[src/rtl/fb_rect_draw_engine.sv]
// fb_rect_draw_engine
// Command-driven primitive drawer for the VGA frame buffer. It draws horizontal
// lines, vertical lines, filled rectangles and rectangle outlines, and writes one
// pixel per clock into the frame driver's write port.
//
// Optional feature macro: FB_DRAW_CLIP_EN. When it is defined, pixels outside
// FB_WIDTH x FB_HEIGHT are suppressed but still take their draw cycle.
//
// Ports:
//   clk, rst                              clock, synchronous active-high reset
//   cmd_valid / cmd_ready                 command handshake (ready only in IDLE)
//   cmd_mode                              00 HLINE, 01 VLINE, 10 FILL, 11 OUTLINE
//   cmd_x0, cmd_y0, cmd_w, cmd_h          top-left corner and extent
//   cmd_color                             pixel data
//   busy, done                            not-IDLE flag, one-cycle completion pulse
//   the_vga_draw_frame_write_mem_address  write address
//   the_vga_draw_frame_write_mem_data     write data
//   the_vga_draw_frame_write_a_pixel      write strobe
module fb_rect_draw_engine #(
  parameter int unsigned FB_WIDTH  = 160,
  parameter int unsigned FB_HEIGHT = 120,
  parameter int unsigned ADDR_W    = 15,
  parameter int unsigned COLOR_W   = 24,
  parameter int unsigned COORD_W   = 8
) (
  input  logic               clk,
  input  logic               rst,
  input  logic               cmd_valid,
  output logic               cmd_ready,
  input  logic [1:0]         cmd_mode,
  input  logic [COORD_W-1:0] cmd_x0,
  input  logic [COORD_W-1:0] cmd_y0,
  input  logic [COORD_W-1:0] cmd_w,
  input  logic [COORD_W-1:0] cmd_h,
  input  logic [COLOR_W-1:0] cmd_color,
  output logic               busy,
  output logic               done,
  output logic [ADDR_W-1:0]  the_vga_draw_frame_write_mem_address,
  output logic [COLOR_W-1:0] the_vga_draw_frame_write_mem_data,
  output logic               the_vga_draw_frame_write_a_pixel
);

  // One extra bit so that an extent of 2**COORD_W-1 cannot overflow.
  localparam int unsigned CNT_W = COORD_W + 1;
  // Wide enough to hold the sum of a coordinate and a counter.
  localparam int unsigned SUM_W = COORD_W + 2;

  // The whole frame must be addressable.
  if (64'(FB_WIDTH) * 64'(FB_HEIGHT) > (64'd1 << ADDR_W)) begin : g_cfg_chk
    $error("fb_rect_draw_engine: frame does not fit in ADDR_W address bits");
  end

  typedef enum logic [1:0] {
    S_IDLE  = 2'd0,
    S_SETUP = 2'd1,
    S_DRAW  = 2'd2,
    S_DONE  = 2'd3
  } state_e;

  state_e               state_q;
  logic [CNT_W-1:0]     c_q, r_q, w_q, h_q;
  logic [ADDR_W-1:0]    base_q;
  logic [COORD_W-1:0]   x0_q, y0_q;
  logic [COLOR_W-1:0]   color_q;
  logic                 outline_q;
  logic                 ready_q, busy_q, done_q, we_q;
  logic [ADDR_W-1:0]    addr_q;
  logic [COLOR_W-1:0]   data_q;

  logic [CNT_W-1:0]     c_d, r_d;
  logic [ADDR_W-1:0]    base_d, setup_base;
  logic                 zero_ext, last_px, interior, clipped, we_d;

  // Next pixel to present: pixel 0 from SETUP, otherwise the raster successor.
  always_comb begin
    setup_base = ADDR_W'(y0_q) * ADDR_W'(FB_WIDTH) + ADDR_W'(x0_q);
    zero_ext   = (w_q == '0) || (h_q == '0);
    last_px    = (c_q == w_q - CNT_W'(1)) && (r_q == h_q - CNT_W'(1));
    c_d        = '0;
    r_d        = '0;
    base_d     = setup_base;
    if (state_q == S_DRAW) begin
      if (c_q == w_q - CNT_W'(1)) begin
        c_d    = '0;
        r_d    = r_q + CNT_W'(1);
        base_d = base_q + ADDR_W'(FB_WIDTH);
      end else begin
        c_d    = c_q + CNT_W'(1);
        r_d    = r_q;
        base_d = base_q;
      end
    end
    // Strictly inside the border: not the first/last column and not the first/last row.
    interior = outline_q && (c_d != '0) && (c_d != w_q - CNT_W'(1)) &&
               (r_d != '0) && (r_d != h_q - CNT_W'(1));
`ifdef FB_DRAW_CLIP_EN
    clipped  = (SUM_W'(x0_q) + SUM_W'(c_d) >= SUM_W'(FB_WIDTH)) ||
               (SUM_W'(y0_q) + SUM_W'(r_d) >= SUM_W'(FB_HEIGHT));
`else
    clipped  = 1'b0;
`endif
    we_d     = !interior && !clipped;
  end

  // Control FSM with registered write-port outputs.
  always_ff @(posedge clk) begin
    if (rst) begin
      state_q   <= S_IDLE;
      c_q       <= '0;
      r_q       <= '0;
      w_q       <= '0;
      h_q       <= '0;
      base_q    <= '0;
      x0_q      <= '0;
      y0_q      <= '0;
      color_q   <= '0;
      outline_q <= 1'b0;
      ready_q   <= 1'b1;
      busy_q    <= 1'b0;
      done_q    <= 1'b0;
      we_q      <= 1'b0;
      addr_q    <= '0;
      data_q    <= '0;
    end else begin
      case (state_q)
        S_IDLE: begin
          if (cmd_valid) begin
            x0_q      <= cmd_x0;
            y0_q      <= cmd_y0;
            color_q   <= cmd_color;
            outline_q <= (cmd_mode == 2'b11);
            // A VLINE is one column wide and an HLINE is one row tall.
            w_q       <= (cmd_mode == 2'b01) ? CNT_W'(1) : CNT_W'(cmd_w);
            h_q       <= (cmd_mode == 2'b00) ? CNT_W'(1) : CNT_W'(cmd_h);
            state_q   <= S_SETUP;
            ready_q   <= 1'b0;
            busy_q    <= 1'b1;
          end
        end
        S_SETUP, S_DRAW: begin
          if ((state_q == S_SETUP && zero_ext) || (state_q == S_DRAW && last_px)) begin
            state_q <= S_DONE;
            done_q  <= 1'b1;
            we_q    <= 1'b0;
          end else begin
            state_q <= S_DRAW;
            c_q     <= c_d;
            r_q     <= r_d;
            base_q  <= base_d;
            addr_q  <= base_d + ADDR_W'(c_d);
            we_q    <= we_d;
            if (we_d) begin
              data_q <= color_q;
            end
          end
        end
        S_DONE: begin
          state_q <= S_IDLE;
          done_q  <= 1'b0;
          ready_q <= 1'b1;
          busy_q  <= 1'b0;
        end
        default: begin
          state_q <= S_IDLE;
          we_q    <= 1'b0;
          done_q  <= 1'b0;
          ready_q <= 1'b1;
          busy_q  <= 1'b0;
        end
      endcase
    end
  end

  assign cmd_ready                            = ready_q;
  assign busy                                 = busy_q;
  assign done                                 = done_q;
  assign the_vga_draw_frame_write_mem_address = addr_q;
  assign the_vga_draw_frame_write_mem_data    = data_q;
  assign the_vga_draw_frame_write_a_pixel     = we_q;

endmodule

[config.mk]
export PLATFORM = sky130hd
export DESIGN_NAME = fb_rect_draw_engine
export DESIGN_NICKNAME = d
export VERILOG_FILES = /design/src/rtl/fb_rect_draw_engine.sv
export SDC_FILE = /design/constraint.sdc
export NUM_CORES = 1
export LEC_CHECK = 0
export BUFFER_PORTS_ARGS = -buffer_cell sky130_fd_sc_hd__buf_2
export CORE_ASPECT_RATIO = 0.9
export CORE_UTILIZATION = 25
export CTS_BUF_LIST = sky130_fd_sc_hd__clkbuf_8 sky130_fd_sc_hd__clkbuf_16
export DETAILED_ROUTE_END_ITERATION = 12
export PLACE_DENSITY = 0.46
export SETUP_SLACK_MARGIN = 0.02
export SYNTH_ARGS = -nofsm -noshare
export SYNTH_HDL_FRONTEND = slang
export SYNTH_SLANG_ARGS = --single-unit
export TNS_END_PERCENT = 50
[constraint.sdc]
create_clock -name clk -period 10.9 [get_ports clk]
set_clock_uncertainty 0.05 [all_clocks]
set_input_delay 0.545 -clock clk [delete_from_list [all_inputs] [get_ports clk]]
set_output_delay 0.545 -clock clk [all_outputs]
set_load 0.01 [all_outputs]
==> out/metrics.cfg <==
[pwr]
p_leak_nw = 3.73
power_mw = 2.21
p_per_area_nw_per_um2 = 238
peakVddDrop_mv = 0.170

[die]
core.rowCount = 61
core_um2 = 30900
initial_core_util_pct = 25.4
die_area_um2 = 32200
die_y_um = 170
die_w_um = 189
io-pin-count = 104

[detailed_routing]
vias = 7146
drtIter0Drc = 474
wl_per_cell_um = 15.5
m1WireLength_mm = 11.7
wl_met2_mm = 10.1
drtPass1Iterations = 5
route.top_layer_used = met4
routed_wl_mm = 23.1
wl_met3_um = 897
drc = 0
ant_nets = 0
avgViaCountPerCell = 4.78

[worst_setup_path]
rrSetupSlack_ns = 5.02
worst_setup_path_end_kind = flip-flop
crit_type = flip-flop to flip-flop
cp.arrival_ns = 6.17
crit_fanout = 7
crit_path_start_kind = flip-flop
required_ns = 11.19

[sta]
setup_tns_ns = 0
setup_violations = 0
period_minus_slack_ns = 5.88
slew_headroom_pct = 36.9
finalMaxSlewViolations = 0
fmax_ghz = 0.170
tightest_slew_ns = 0.943
rsz0062_at_grt = no
whs_ns = 0.287
period_share_pct = 53.9
hold_violations = 0

[layout]
fillers = 3339
drive_gt1_share_pct = 15.4
final_common_cell = nand2_1
layout.cells.non_filler = 1496
nNetsFinal = 1171
layout_common_cells = nand2_1, dfxtp_1, buf_2, a21oi_1, nor2_1
area_delta_synth_final_pct = 18.0
diodes = 0
final_area_um2 = 9280

[global_routing]
grt_pass1_wl_mm = 36.7
grt_pass1_vias = 6516
grt_start_max_net_pins = 75
overflow = 0
track_usage_pct = 14.6
grt_antenna_before_repair = 0

[clock_tree]
clkSinkCount = 135
cts_tree = built
root_buffer = clkbuf_16
clockBufferDepth = 2
ctsHoldBuffers = 0
cts_buffers = 17
cts_resized = 0
cts_setup_buffers = 0
clkLatencyLatePin_ns = 0.44
path_clk_slew_ns = 0.07
htreeDepth = 4

[placed_design]
portBuffers = 103
post-dp-hpwl_mm = 16.0
dp_cells = 1464
placed_area_um2 = 8710
finalWeightedCongestion = 0.830

[logic_synthesis]
synth_cell_types = 69
synth_edf_count = 0
synth_flop_cell = dfxtp_1
ys_ff_latch = 135
netlist_area_um2 = 7870
synth.avg_cell_area_um2 = 7.78
async_flop_share_pct = 0
yosys_warnings = 0
syn_inst = 1011
ys_seq_area_share_pct = 34.4
synth_fp_nets = 1108

[min_path]
worst_hold_path_type = primary input to flip-flop

[run_status]
status = complete, no violations

[run]
max-cap-violations = 0

logic make-up after synthesis:
| kind of cell | synth area share, % |
|---|---|
| xor gates and xnor gates | 7.84 |
| adders and majority gates | 6.01 |
| DFF | 34.4 |
| and+or+nand+nor | 24.5 |
| AOI/OAI and AO/OA | 16.5 |
| muxes | 5.70 |
| buffers and inverters | 5.04 |
layer usage:
metal	global-route usage (%)	vias to the layer above
met3	2.97	25
met5	0	-
li1	-	3634
met1	20.5	3348
met4	4.70	0
met2	22.0	139
power by group:
group	total (mW)	internal (mW)	leakage, nW	switching, mW
Clock	0.571	0.319	0.278	0.252
Sequential	0.663	0.587	1.10	0.0762
Combinational	0.978	0.357	2.35	0.621
Total	2.21	1.26	3.73	0.949
final timing paths:
kind | from | to | depth (start not counted)
worst min-delay path | cmd_color[0] | color_q[0] | 3
worst max-delay path | w_q[2] | the_vga_draw_frame_write_mem_address[14] | 18
worst max register to register | w_q[2] | the_vga_draw_frame_write_mem_address[14] | 18
worst min register to register | color_q[6] | color_q[6] | 2
stage by stage:
stage                     setup WS (ns)  util [%]
after floorplan                    5.60         -
after global placement             5.35      28.2
after detailed placement           5.12      28.2
after CTS                          5.09      30.0
after global routing               4.56      30.0
final                              5.02      30.0
critical path: stages, from the launching register on:
cell and delay (ns):
dfxtp_1 0.36, or4_4 0.59, nor3_1 0.64, xnor2_1 0.20, and3_1 0.29, a211oi_1 0.51, ha_1 0.27, inv_1 0.06
fa_1 0.38, nor2b_1 0.16, o21ai_0 0.11, a21boi_0 0.25, o21ai_0 0.14, a21boi_0 0.26, o21ai_0 0.14, a21boi_0 0.45
o211ai_1 0.17, or4_1 0.48, a311oi_1 0.26
synthesized netlist by cell type, drive strengths merged (9+ instances only):
cell / instances / area, um2
a31oi: 9 / 71.3
mux2i: 38 / 380
nand3: 28 / 140
nand2b: 9 / 56.3
inv: 31 / 116
nor3: 26 / 130
nor4: 13 / 93.8
o21ai: 41 / 205
or4: 11 / 90.1
ha: 33 / 413
clkbuf: 57 / 214
nor2: 90 / 338
buf: 13 / 62.6
a22oi: 17 / 128
xnor2: 36 / 315
a21oi: 98 / 490
xor2: 24 / 210
dfxtp: 135 / 2700
nand2: 185 / 694
layout make-up:
cell class                 count  area [um2]  area share [%]
clock inverter                15         141            1.52
clock buffer                  17         425            4.59
multi-input combinational    774        4780            51.5
inverter                      32         120            1.29
sequential                   135        2700            29.1
timing repair buffer         114         601            6.47
tap                          409         512            5.52
sequential cells by signal, indices dropped and copies added, names as in the netlist:
register and flops:
x0_q 8, base_q 15, c_q 9, done 1, the_vga_draw_frame_write_a_pixel 1, the_vga_draw_frame_write_mem_address 15
outline_q 1, h_q 8, state_q 2, w_q 8, y0_q 8, color_q 24
the_vga_draw_frame_write_mem_data 24, busy 1, cmd_ready 1, r_q 9
Note: power is estimated with default switching activity, not from simulation.
